File: config.mk
export PLATFORM = sky130hd
export DESIGN_NAME = fft_peak_detect
export DESIGN_NICKNAME = d
export VERILOG_FILES = /design/src/rtl/fft_peak_detect.sv
export SDC_FILE = /design/constraint.sdc
export NUM_CORES = 1
export LEC_CHECK = 0
export BUFFER_PORTS_ARGS = -buffer_cell sky130_fd_sc_hd__buf_2
export CORE_ASPECT_RATIO = 1.75
export CORE_MARGIN = 2
export CORE_UTILIZATION = 63
export CTS_BUF_LIST = sky130_fd_sc_hd__clkbuf_8
export CTS_CLUSTER_DIAMETER = 80
export DETAILED_ROUTE_END_ITERATION = 10
export GPL_ROUTABILITY_DRIVEN = 1
export HOLD_SLACK_MARGIN = 0.1
export PLACE_DENSITY = 0.88
export SLEW_MARGIN = 10
export SYNTH_ARGS = -nofsm -noshare
export SYNTH_HDL_FRONTEND = slang
export SYNTH_SLANG_ARGS = --single-unit
File: constraint.sdc
create_clock -name clk -period 5.7 [get_ports clk]
set_input_delay 0.285 -clock clk [delete_from_list [all_inputs] [get_ports clk]]
set_output_delay 0.285 -clock clk [all_outputs]
set_load 0.02 [all_outputs]
File: src/rtl/fft_peak_detect.sv
// Peak search over one frame of squared-modulus words read from a FIFO with one-cycle read latency.
// Reports the strongest non-DC bin, the word count, and whether the frame was cut off at MAX_LEN.
module fft_peak_detect #(
  parameter int SKIP_BINS = 2,
  parameter int MAX_LEN   = 4096  // must fit in the 13-bit frame_len
) (
  input  logic        clk,
  input  logic        rst_n,
  input  logic        start,
  output logic        busy,
  output logic        fifo_rd_en,
  input  logic [72:0] fifo_rd_data,
  input  logic        fifo_empty,
  output logic        peak_valid,
  output logic [11:0] peak_index,
  output logic [59:0] peak_mag,
  output logic [12:0] frame_len,
  output logic        frame_err
);

  typedef enum logic [1:0] {IDLE, READ, DONE} state_e;

  state_e      state_q;
  logic        busy_q;
  logic        dv_q;
  logic [59:0] best_mag_q, best_mag_d;
  logic [11:0] best_idx_q, best_idx_d;
  logic [12:0] count_q, count_d;
  logic        peak_valid_q;
  logic [11:0] peak_index_q;
  logic [59:0] peak_mag_q;
  logic [12:0] frame_len_q;
  logic        frame_err_q;

  logic        word_last;
  logic [11:0] word_idx;
  logic [59:0] word_mag;
  logic        eligible;
  logic        hit_max;
  logic        term;

  assign word_last = fifo_rd_data[72];
  assign word_idx  = fifo_rd_data[71:60];
  assign word_mag  = fifo_rd_data[59:0];

  // Strict compare keeps the earliest-arriving bin on ties.
  assign eligible = dv_q && ({20'd0, word_idx} >= 32'(SKIP_BINS)) && (word_mag > best_mag_q);

  always_comb begin
    best_mag_d = best_mag_q;
    best_idx_d = best_idx_q;
    count_d    = count_q;
    if (eligible) begin
      best_mag_d = word_mag;
      best_idx_d = word_idx;
    end
    if (dv_q && (count_q != 13'(MAX_LEN))) begin
      count_d = count_q + 13'd1;
    end
  end

  assign hit_max = (count_d == 13'(MAX_LEN));
  assign term    = dv_q && (word_last || hit_max);

  // The terminating word gates its own cycle's read so the next frame stays in the FIFO.
  assign fifo_rd_en = (state_q == READ) && !fifo_empty && !term;

  always_ff @(posedge clk or negedge rst_n) begin
    if (!rst_n) begin
      state_q      <= IDLE;
      busy_q       <= 1'b0;
      dv_q         <= 1'b0;
      best_mag_q   <= '0;
      best_idx_q   <= '0;
      count_q      <= '0;
      peak_valid_q <= 1'b0;
      peak_index_q <= '0;
      peak_mag_q   <= '0;
      frame_len_q  <= '0;
      frame_err_q  <= 1'b0;
    end else begin
      dv_q <= fifo_rd_en;
      case (state_q)
        IDLE: begin
          peak_valid_q <= 1'b0;
          if (start) begin
            best_mag_q <= '0;
            best_idx_q <= '0;
            count_q    <= '0;
            busy_q     <= 1'b1;
            state_q    <= READ;
          end
        end
        READ: begin
          best_mag_q <= best_mag_d;
          best_idx_q <= best_idx_d;
          count_q    <= count_d;
          if (term) begin
            state_q      <= DONE;
            peak_valid_q <= 1'b1;
            peak_index_q <= best_idx_d;
            peak_mag_q   <= best_mag_d;
            frame_len_q  <= count_d;
            frame_err_q  <= hit_max && !word_last;
          end
        end
        DONE: begin
          peak_valid_q <= 1'b0;
          busy_q       <= 1'b0;
          state_q      <= IDLE;
        end
        default: state_q <= IDLE;
      endcase
    end
  end

  assign busy       = busy_q;
  assign peak_valid = peak_valid_q;
  assign peak_index = peak_index_q;
  assign peak_mag   = peak_mag_q;
  assign frame_len  = frame_len_q;
  assign frame_err  = frame_err_q;

endmodule

==> impl_metrics.env, run 1 <==
export IMPL_status="complete, no violations"
export IMPL_design_core_area_um2=14800
export IMPL_rsz0062_at_grt="false"
export IMPL_slew_violations=0
export IMPL_cts_tree="built"
export IMPL_drive_above_1_share=0.182
export IMPL_avgRoutedWirePerCell_um=20.0
export IMPL_fin_hold_ws_ps=113
export IMPL_gr_total_overflow=0
export IMPL_die_h_um=166
export IMPL_synthTopCellsByArea="dfrtp_1, ha_1, a22o_1, o21ai_0, a21oi_1"
export IMPL_htreeDepth=4
export IMPL_worst_pin_slew_ps=1050
export IMPL_endpoint_kind="register"
export IMPL_min_path_type="input pin to register"
export IMPL_synth_async_reset_ratio=1.00
export IMPL_grt_pass1_vias=9264
export IMPL_nets=1328
export IMPL_ctsRootBufferMaster="clkbuf_8"
export IMPL_netlist_area_um2=9420
export IMPL_first_pass_iters=5
export IMPL_finalSetupTns_ps=0
export IMPL_postSynthCellCount=1015
export IMPL_io_buffers=165
export IMPL_ys_ff_latch=176
export IMPL_numCtsBuffers=17
export IMPL_ctsLongestPathBuffers=2
export IMPL_synth_top_area_frac=0.467
export IMPL_num_rows=59
export IMPL_ys_warn_count=0
export IMPL_critPathKind="input pin to register"
export IMPL_ir_drop_mv=0.380
export IMPL_slew_headroom=0.296
export IMPL_design_die_area_um2=16000
export IMPL_max_freq_mhz=239
export IMPL_via_per_inst=6.59
export IMPL_period_minus_slack_ps=4190
export IMPL_track_usage=0.358
export IMPL_ant_nets=0
export IMPL_stdcell_area_um2=11200
export IMPL_wl_um=27800
export IMPL_finalSetupViolations=0
export IMPL_area_growth_syn_to_layout_pct=19.3
export IMPL_ios=166
export IMPL_power_mw=5.15
export IMPL_clock_sinks=176
export IMPL_hpwlAfterDp_um=17000
export IMPL_worst_ep_arrival_time_ps=4580
export IMPL_post_dp_cell_area_um2=10200
export IMPL_synth_top_cell_by_area="dfrtp_1"
export IMPL_required_ps=6090
export IMPL_route_detailed_drc=0
export IMPL_synth_cell_types=52
export IMPL_ys_flop_type="dfrtp_1"
export IMPL_antenna_found_initial=2
export IMPL_cp_max_fo=47
export IMPL_syn_nets=1154
export IMPL_drtIter0Drc=862
export IMPL_yosysSeqAreaShare=0.467
export IMPL_clk_pin_slew_worst_paths_ps=90
export IMPL_vias=9135
export IMPL_final_hold_violation_count=0
export IMPL_period_share=0.735
export IMPL_max_cap_violations=0
export IMPL_skew_ps=21.2
export IMPL_die_w_um=96.4
export IMPL_synth_edff_count=0
export IMPL_power_density_nw_per_um2=459
export IMPL_p_leak_nw=5.30
export IMPL_gp_congestion=0.901
export IMPL_avgSynthCellArea_um2=9.28
export IMPL_cts_setup_buffers=0
export IMPL_grt_pass1_wl_um=45200
export IMPL_clk_latency_ps=480
export IMPL_grt_max_degree=94
export IMPL_start_util=0.638
export IMPL_startpoint_type="input pin"
-- layer usage --
metal  vias up  routed length (um)  share of wire  GRT usage
met5         -                   0              0          0
met4         0                1490          0.054      0.200
met3       140                2120          0.076     0.0558
met2       560               14400           0.52      0.585
met1      4414                9830           0.35      0.445
li1       4021                   -              -          -
-- layout by cell type, fill, tap and decap left out, drive strengths merged, types with 3 or more instances in the layout --
cell type,netlist,routed
a211oi,3,3
inv,74,81
dfrtp,176,176
and3,3,3
nand3,12,12
and4,5,5
xnor2,10,10
nand2b,4,4
nand4,13,13
a221oi,5,5
nor3,9,9
buf,37,176
bufinv,0,3
nor2,96,96
nand2,50,50
a21oi,104,104
ha,62,62
dlygate4sd3,0,57
o21ai,115,115
a21o,5,5
or3,3,3
a31oi,75,75
clkbuf,41,18
o211a,3,3
a22o,73,73
o21bai,3,3
nor4,11,11
xor2,3,3
-- synthesized netlist by cell type, types with 4 or more instances --
cell,number
clkbuf_1,40
a21o_1,5
nand2_1,50
a21oi_1,103
nand3_1,11
buf_4,8
a221oi_1,5
nor4_1,8
o21ai_0,113
dfrtp_1,176
ha_1,62
a22o_1,73
nand2b_1,4
nand4_1,13
xnor2_1,10
nor2_1,96
inv_1,73
and4_1,5
buf_2,29
nor3_1,8
a31oi_1,75
-- worst max-delay path: stages --
cell	delay [ps]
dlygate4sd3_1	590
buf_2	160
ha_1	310
nand4_1	140
nor3_1	360
nand4_1	310
o21ai_4	730
nor2_1	180
a21oi_4	650
buf_4	590
a22o_1	240
-- timing repair --
action	in CTS	in global routing
hold buffers	56	1
hold endpoints to repair	93	1
resized for setup	0	0
-- state kept, by name, indices dropped and copies added, names as in the netlist --
signal      count
best_idx_q     12
best_mag_q     60
busy            1
count_q        13
dv_q            1
frame_err       1
frame_len      13
peak_index     12
peak_mag       60
peak_valid      1
state_q         2
-- cell families after synthesis --
| group | share of synthesized area |
|---|---|
| fa+ha+maj | 0.0823 |
| flops | 0.467 |
| xor+xnor | 0.0121 |
| compound gates | 0.263 |
| buf+inv | 0.0677 |
| simple gates | 0.107 |
-- layout make-up --
type	instances	area, um^2
flip-flops and latches	176	4400
inverters	74	278
clock inverters	14	165
well taps	183	229
fillers	1044	3530
repair buffers	233	1490
clock buffers	18	248
multi-input cells	687	4420
diodes	2	5.00
-- worst paths after layout --
check,start,endpoint,slack (ps),cells past startpoint
worst max-delay path,fifo_rd_data[43],best_idx_q[8],1510,11
worst max register to register,best_mag_q[30],best_idx_q[8],1590,10
max in group asynchronous,rst_n,peak_mag[44],4080,3
worst min-delay path,fifo_rd_data[27],best_mag_q[27],110,2
min in group asynchronous,rst_n,frame_len[10],250,2
worst min register to register,frame_len[1],frame_len[1],480,2
-- metrics by stage --
| step | cells | utilization | setup WS, ps |
|---|---|---|---|
| final | 1387 | 0.761 | 1510 |
| after global routing | 1387 | 0.761 | 1300 |
| after CTS | 1384 | 0.760 | 1650 |
| after detailed placement | 1296 | 0.694 | 1720 |
| after global placement | 1296 | 0.694 | 1800 |
| after floorplan | 1015 | - | 3080 |
-- power breakdown --
group	switching [mW]	leakage (nW)	internal, mW
clock network	0.477	0.214	0.446
registers	0.303	2.29	1.66
logic	1.48	2.79	0.786
total	2.26	5.30	2.89
No activity file was read; power rests on OpenSTA's default activity.
==> inputs of run 2 (changes only) <==
--- a/config.mk
+++ b/config.mk
@@ -8,13 +8,13 @@
 export BUFFER_PORTS_ARGS = -buffer_cell sky130_fd_sc_hd__buf_2
 export CORE_ASPECT_RATIO = 1.75
 export CORE_MARGIN = 2
-export CORE_UTILIZATION = 63
+export CORE_UTILIZATION = 58
 export CTS_BUF_LIST = sky130_fd_sc_hd__clkbuf_8
 export CTS_CLUSTER_DIAMETER = 80
 export DETAILED_ROUTE_END_ITERATION = 10
 export GPL_ROUTABILITY_DRIVEN = 1
 export HOLD_SLACK_MARGIN = 0.1
-export PLACE_DENSITY = 0.88
+export PLACE_DENSITY = 0.82
 export SLEW_MARGIN = 10
 export SYNTH_ARGS = -nofsm -noshare
 export SYNTH_HDL_FRONTEND = slang
==> constraint.sdc (replaced) <==
create_clock -name clk -period 4 [get_ports clk]
set_input_delay 0.2 -clock clk [delete_from_list [all_inputs] [get_ports clk]]
set_output_delay 0.2 -clock clk [all_outputs]
set_load 0.02 [all_outputs]
==> run 2 against run 1 <==
Against the previous run: first-iteration DRC count is 15% lower; flip-flop and latch count unchanged; clock power grew 48%; wire length fell by 2.3%; worst setup slack worse by 1300 ps; cell count grew 2.1%; cell area grew 2.5%; worst hold slack improved by 46 ps.
==> impl_metrics.env, run 2 (synthesis results as in run 1) <==
export IMPL_intPower_mw=4.19
export IMPL_period_share=0.938
export IMPL_die_w_um=100
export IMPL_io_buffers=165
export IMPL_period_minus_slack_ps=3750
export IMPL_grt_pass1_wl_um=44600
export IMPL_skew_ps=18.0
export IMPL_worst_ep_arrival_time_ps=4120
export IMPL_clk_latency_ps=470
export IMPL_min_from="fifo_rd_data[72]"
export IMPL_worst_pin_slew_ps=1060
export IMPL_antenna_cells=0
export IMPL_design_die_area_um2=17300
export IMPL_slew_violations=0
export IMPL_power_density_nw_per_um2=644
export IMPL_hpwlAfterDp_um=16300
export IMPL_numCtsBuffers=17
export IMPL_clk_pin_slew_worst_paths_ps=80
export IMPL_ant_nets=0
export IMPL_ctsLongestPathBuffers=2
export IMPL_htreeDepth=4
export IMPL_track_usage=0.319
export IMPL_gr_total_overflow=0
export IMPL_r2r_start="best_mag_q[55]"
export IMPL_start_util=0.593
export IMPL_avgRoutedWirePerCell_um=19.2
export IMPL_status="complete, no violations"
export IMPL_worst_r2r_path_depth=10
export IMPL_slew_headroom=0.296
export IMPL_ctsRootBufferMaster="clkbuf_8"
export IMPL_via_per_inst=6.38
export IMPL_ir_drop_mv=0.447
export IMPL_drtIter0Drc=733
export IMPL_critPathKind="input pin to register"
export IMPL_final_hold_violation_count=0
export IMPL_regToRegSetupSlack_ps=250
export IMPL_design_core_area_um2=15900
export IMPL_cts_resized=0
export IMPL_combPwrFrac=0.441
export IMPL_holdPathEnd="dv_q"
export IMPL_die_h_um=173
export IMPL_route_detailed_drc=0
export IMPL_utilization=0.726
export IMPL_first_pass_iters=5
export IMPL_endpoint_kind="register"
export IMPL_layout_common_cells="dfrtp_1, buf_2, o21ai_0, a21oi_1, nor2_1"
export IMPL_ios=166
export IMPL_r2r_end="peak_mag[8]"
export IMPL_wl_um=27200
export IMPL_vias=9028
export IMPL_power_mw=7.42
export IMPL_startpoint_type="input pin"
export IMPL_clock_sinks=176
export IMPL_grt_pass1_vias=9046
export IMPL_p_clk_frac=0.185
export IMPL_finalSetupViolations=0
export IMPL_grt_max_degree=113
export IMPL_final_common_cell="dfrtp_1"
export IMPL_min_path_type="input pin to register"
export IMPL_hold_path_depth=4
export IMPL_p_sw_frac=0.435
export IMPL_rsz0062_at_grt="false"
export IMPL_required_ps=4370
export IMPL_area_growth_syn_to_layout_pct=22.3
export IMPL_max_cap_violations=0
export IMPL_drive_above_1_share=0.186
export IMPL_max_freq_mhz=267
export IMPL_cp_max_fo=72
export IMPL_num_rows=61
export IMPL_p_seq_frac=0.374
export IMPL_finalSetupTns_ps=0
export IMPL_cts_tree="built"
export IMPL_p_sw_mw=3.22
export IMPL_antenna_found_initial=0
export IMPL_gp_congestion=0.934
export IMPL_nets=1353
export IMPL_p_leak_nw=5.43
## run 2: how the worst max path moves through the flow
stage / from / to / slack (ps) / depth (start not counted)
final: fifo_rd_data[35] / peak_mag[8] / 250 / 11
after global routing: best_mag_q[42] / peak_mag[8] / 110 / 10
after CTS: best_mag_q[42] / peak_mag[47] / 400 / 10
after detailed placement: best_mag_q[42] / peak_mag[14] / 420 / 10
after floorplan: best_mag_q[47] / best_mag_q[10] / 1420 / 10
after global placement: best_mag_q[58] / peak_mag[5] / 540 / 10
## run 2: cell type report
type	count	area, um^2
Multi-Input combinational cell	687	4420
Sequential cell	176	4400
Fill cell	1168	4350
Timing Repair Buffer	258	1740
Inverter	74	278
Clock buffer	19	262
Tap cell	189	236
Clock inverter	13	175
## run 2: worst max-delay path, cell delays in order
cell and delay [ps]:
dlygate4sd3_1 560, buf_2 160, ha_1 310, nand4_1 170, nor4_1 390, nand4_1 330
a31oi_1 490, or4_2 260, buf_4 710, a31oi_1 240, a21oi_1 260
## run 2: what timing repair did
| item | 4_1_cts | 5_1_grt |
|---|---|---|
| hold buffers | 75 | 0 |
| hold endpoints to repair | 251 | 0 |
| buffers inserted | 0 | 0 |
## run 2: stage by stage
| step | worst slack [ps] | cells | hold WS (ps) | area [um^2] |
|---|---|---|---|---|
| after floorplan | 1420 | 1015 | -95.6 | 9420 |
| after global placement | 536 | 1309 | 389 | 10300 |
| after detailed placement | 424 | 1309 | 388 | 10300 |
| after CTS | 401 | 1416 | 139 | 11500 |
| after global routing | 113 | 1416 | 172 | 11500 |
| final | 249 | 1416 | 159 | 11500 |
## run 2: layer usage
metal	track usage	vias to the layer above	share of wire
met1	0.397	4397	0.39
met3	0.0497	94	0.065
met2	0.530	466	0.51
met5	0	-	0
met4	0.165	0	0.040
li1	-	4071	-
## run 2: power by group through the flow
| stage | logic, mW | clock network (mW) | registers [mW] |
|---|---|---|---|
| after global placement | 3.06 | 0 | 2.77 |
| after floorplan | 1.72 | 0 | 3.13 |
| after CTS | 3.21 | 1.38 | 2.76 |
| after detailed placement | 3.13 | 0 | 2.78 |
| final | 3.27 | 1.37 | 2.78 |
| after global routing | 3.57 | 1.45 | 2.83 |
==> inputs of run 3 (changes only) <==
--- a/config.mk
+++ b/config.mk
@@ -8,13 +8,13 @@
 export BUFFER_PORTS_ARGS = -buffer_cell sky130_fd_sc_hd__buf_2
 export CORE_ASPECT_RATIO = 1.75
 export CORE_MARGIN = 2
-export CORE_UTILIZATION = 58
+export CORE_UTILIZATION = 53
 export CTS_BUF_LIST = sky130_fd_sc_hd__clkbuf_8
 export CTS_CLUSTER_DIAMETER = 80
 export DETAILED_ROUTE_END_ITERATION = 10
 export GPL_ROUTABILITY_DRIVEN = 1
 export HOLD_SLACK_MARGIN = 0.1
-export PLACE_DENSITY = 0.82
+export PLACE_DENSITY = 0.79
 export SLEW_MARGIN = 10
 export SYNTH_ARGS = -nofsm -noshare
 export SYNTH_HDL_FRONTEND = slang
==> constraint.sdc (replaced) <==
create_clock -name clk -period 3.1 [get_ports clk]
set_input_delay 0.155 -clock clk [delete_from_list [all_inputs] [get_ports clk]]
set_output_delay 0.155 -clock clk [all_outputs]
set_load 0.02 [all_outputs]
==> run 3 against run 2 <==
Against the previous run: clock-buffer cell count shrank 2; sequential share of layout area shrank 0.96 points; global-route usage shrank 2.3 points; highest routed layer unchanged.
==> impl_metrics.env, run 3 (synthesis results as in run 1) <==
export IMPL_antenna_cells=0
export IMPL_via_per_inst=6.11
export IMPL_startpoint_type="register"
export IMPL_num_rows=64
export IMPL_period_share=0.949
export IMPL_endpoint_kind="register"
export IMPL_gr_total_overflow=0
export IMPL_design_die_area_um2=18900
export IMPL_cp_buffers_inverters=2
export IMPL_wl_um=27700
export IMPL_crit_top_cell="a31oi_1"
export IMPL_io_buffers=165
export IMPL_crit_family="compound AO/OA/AOI/OAI gates"
export IMPL_grt_pass1_vias=9167
export IMPL_critPathKind="register to register"
export IMPL_ctsRootBufferMaster="clkbuf_8"
export IMPL_gp_congestion=0.903
export IMPL_ant_nets=0
export IMPL_skew_ps=19.3
export IMPL_cts_tree="built"
export IMPL_avgRoutedWirePerCell_um=18.8
export IMPL_min_path_type="input pin to asynchronous set/reset pin"
export IMPL_htreeDepth=4
export IMPL_drtIter0Drc=674
export IMPL_fin_hold_ws_ps=229
export IMPL_final_hold_violation_count=0
export IMPL_layout_common_cells="dfrtp_1, buf_2, o21ai_0, a21oi_1, nor2_1"
export IMPL_slowest_stage="nor4_2"
export IMPL_period_minus_slack_ps=2940
export IMPL_start_util=0.540
export IMPL_max_cap_violations=0
export IMPL_ctsLongestPathBuffers=2
export IMPL_area_growth_syn_to_layout_pct=25.6
export IMPL_worst_pin_slew_ps=655
export IMPL_ios=166
export IMPL_clock_sinks=176
export IMPL_nets=1371
export IMPL_required_ps=3480
export IMPL_hpwlAfterDp_um=18200
export IMPL_antenna_found_initial=0
export IMPL_finalSetupTns_ps=0
export IMPL_track_usage=0.296
export IMPL_first_pass_iters=5
export IMPL_drive_above_1_share=0.206
export IMPL_grt_pass1_wl_um=45200
export IMPL_clk_latency_ps=480
export IMPL_die_w_um=105
export IMPL_worst_ep_arrival_time_ps=3320
export IMPL_slew_headroom=0.563
export IMPL_cp_max_fo=24
export IMPL_max_freq_mhz=340
export IMPL_max_stage_delay_ps=390
export IMPL_final_common_cell="dfrtp_1"
export IMPL_power_density_nw_per_um2=816
export IMPL_grt_max_degree=76
export IMPL_slew_violations=0
export IMPL_finalSetupViolations=0
export IMPL_rsz0062_at_grt="false"
export IMPL_path_cells="inv_1 -> ha_1 -> nand4_1 -> nor4_2 -> o21ai_0 -> a31oi_1 -> or4_4 -> buf_4 -> a31oi_1 -> a21oi_1"
export IMPL_status="complete, no violations"
export IMPL_vias=9015
export IMPL_cts_setup_buffers=0
export IMPL_clk_pin_slew_worst_paths_ps=90
export IMPL_die_h_um=180
export IMPL_route_detailed_drc=0
export IMPL_design_core_area_um2=17500
export IMPL_ir_drop_mv=0.537
export IMPL_p_leak_nw=5.52
export IMPL_numCtsBuffers=17
-- run 3: cell types whose count changed in the layout (fill, tap and decap cells not counted), moves of 3 or more --
cell / delta
buf_4: +9
dfrtp_1: -4
clkinv_4: -3
buf_12: +7
clkinvlp_4: +3
inv_6: +3
dfrtp_2: +4
-- run 3: repair_timing --
action	4_1_cts	5_1_grt
hold buffers	77	0
hold endpoints to repair	213	0
resized for setup	2	13
pin swaps	0	2
setup endpoints to repair	1	147
-- run 3: area by class of cell --
| cell class | count | area, um^2 |
|---|---|---|
| Clock buffer | 17 | 234 |
| Tap cell | 231 | 289 |
| Inverter | 74 | 278 |
| Multi-Input combinational cell | 687 | 4480 |
| Timing Repair Buffer | 276 | 1970 |
| Clock inverter | 15 | 168 |
| Fill cell | 1414 | 5620 |
| Sequential cell | 176 | 4410 |
-- run 3: final timing paths --
| kind | cells after the start | startpoint | endpoint | slack, ps |
|---|---|---|---|---|
| hold / removal | 2 | rst_n | peak_mag[6] | 230 |
| min in group clk | 3 | fifo_rd_data[68] | best_idx_q[8] | 460 |
| max in group asynchronous | 3 | rst_n | best_mag_q[13] | 1970 |
| setup reg to reg | 10 | best_mag_q[15] | peak_mag[46] | 160 |
| hold reg to reg | 2 | frame_len[6] | frame_len[6] | 480 |
| setup / recovery | 10 | best_mag_q[15] | peak_mag[46] | 160 |
-- run 3: stage by stage --
stage,power [mW],worst slack [ps],instances,instance area [um^2],utilization
floorplan,6.27,517,1015,9420,-
global placement,7.71,166,1367,10600,0.607
detailed placement,7.85,58.6,1367,10600,0.607
CTS,9.59,13.8,1476,11800,0.675
global route,10.3,7.85,1476,11800,0.678
finish,9.66,158,1476,11800,0.678
-- run 3: layer usage --
layer / vias to the layer above / wire length [um] / part of all wire / track usage
li1: 4102 / - / - / -
met1: 4402 / 10400 / 0.38 / 0.346
met2: 414 / 14500 / 0.52 / 0.520
met3: 97 / 1530 / 0.055 / 0.0499
met4: 0 / 1250 / 0.045 / 0.146
met5: - / 0 / 0 / 0
-- run 3: power by group --
part	switching (mW)	internal, mW	leakage [nW]
Sequential	0.557	3.05	2.29
Clock	0.927	0.739	0.199
Combinational	2.74	1.64	3.04
Total	4.23	5.43	5.52
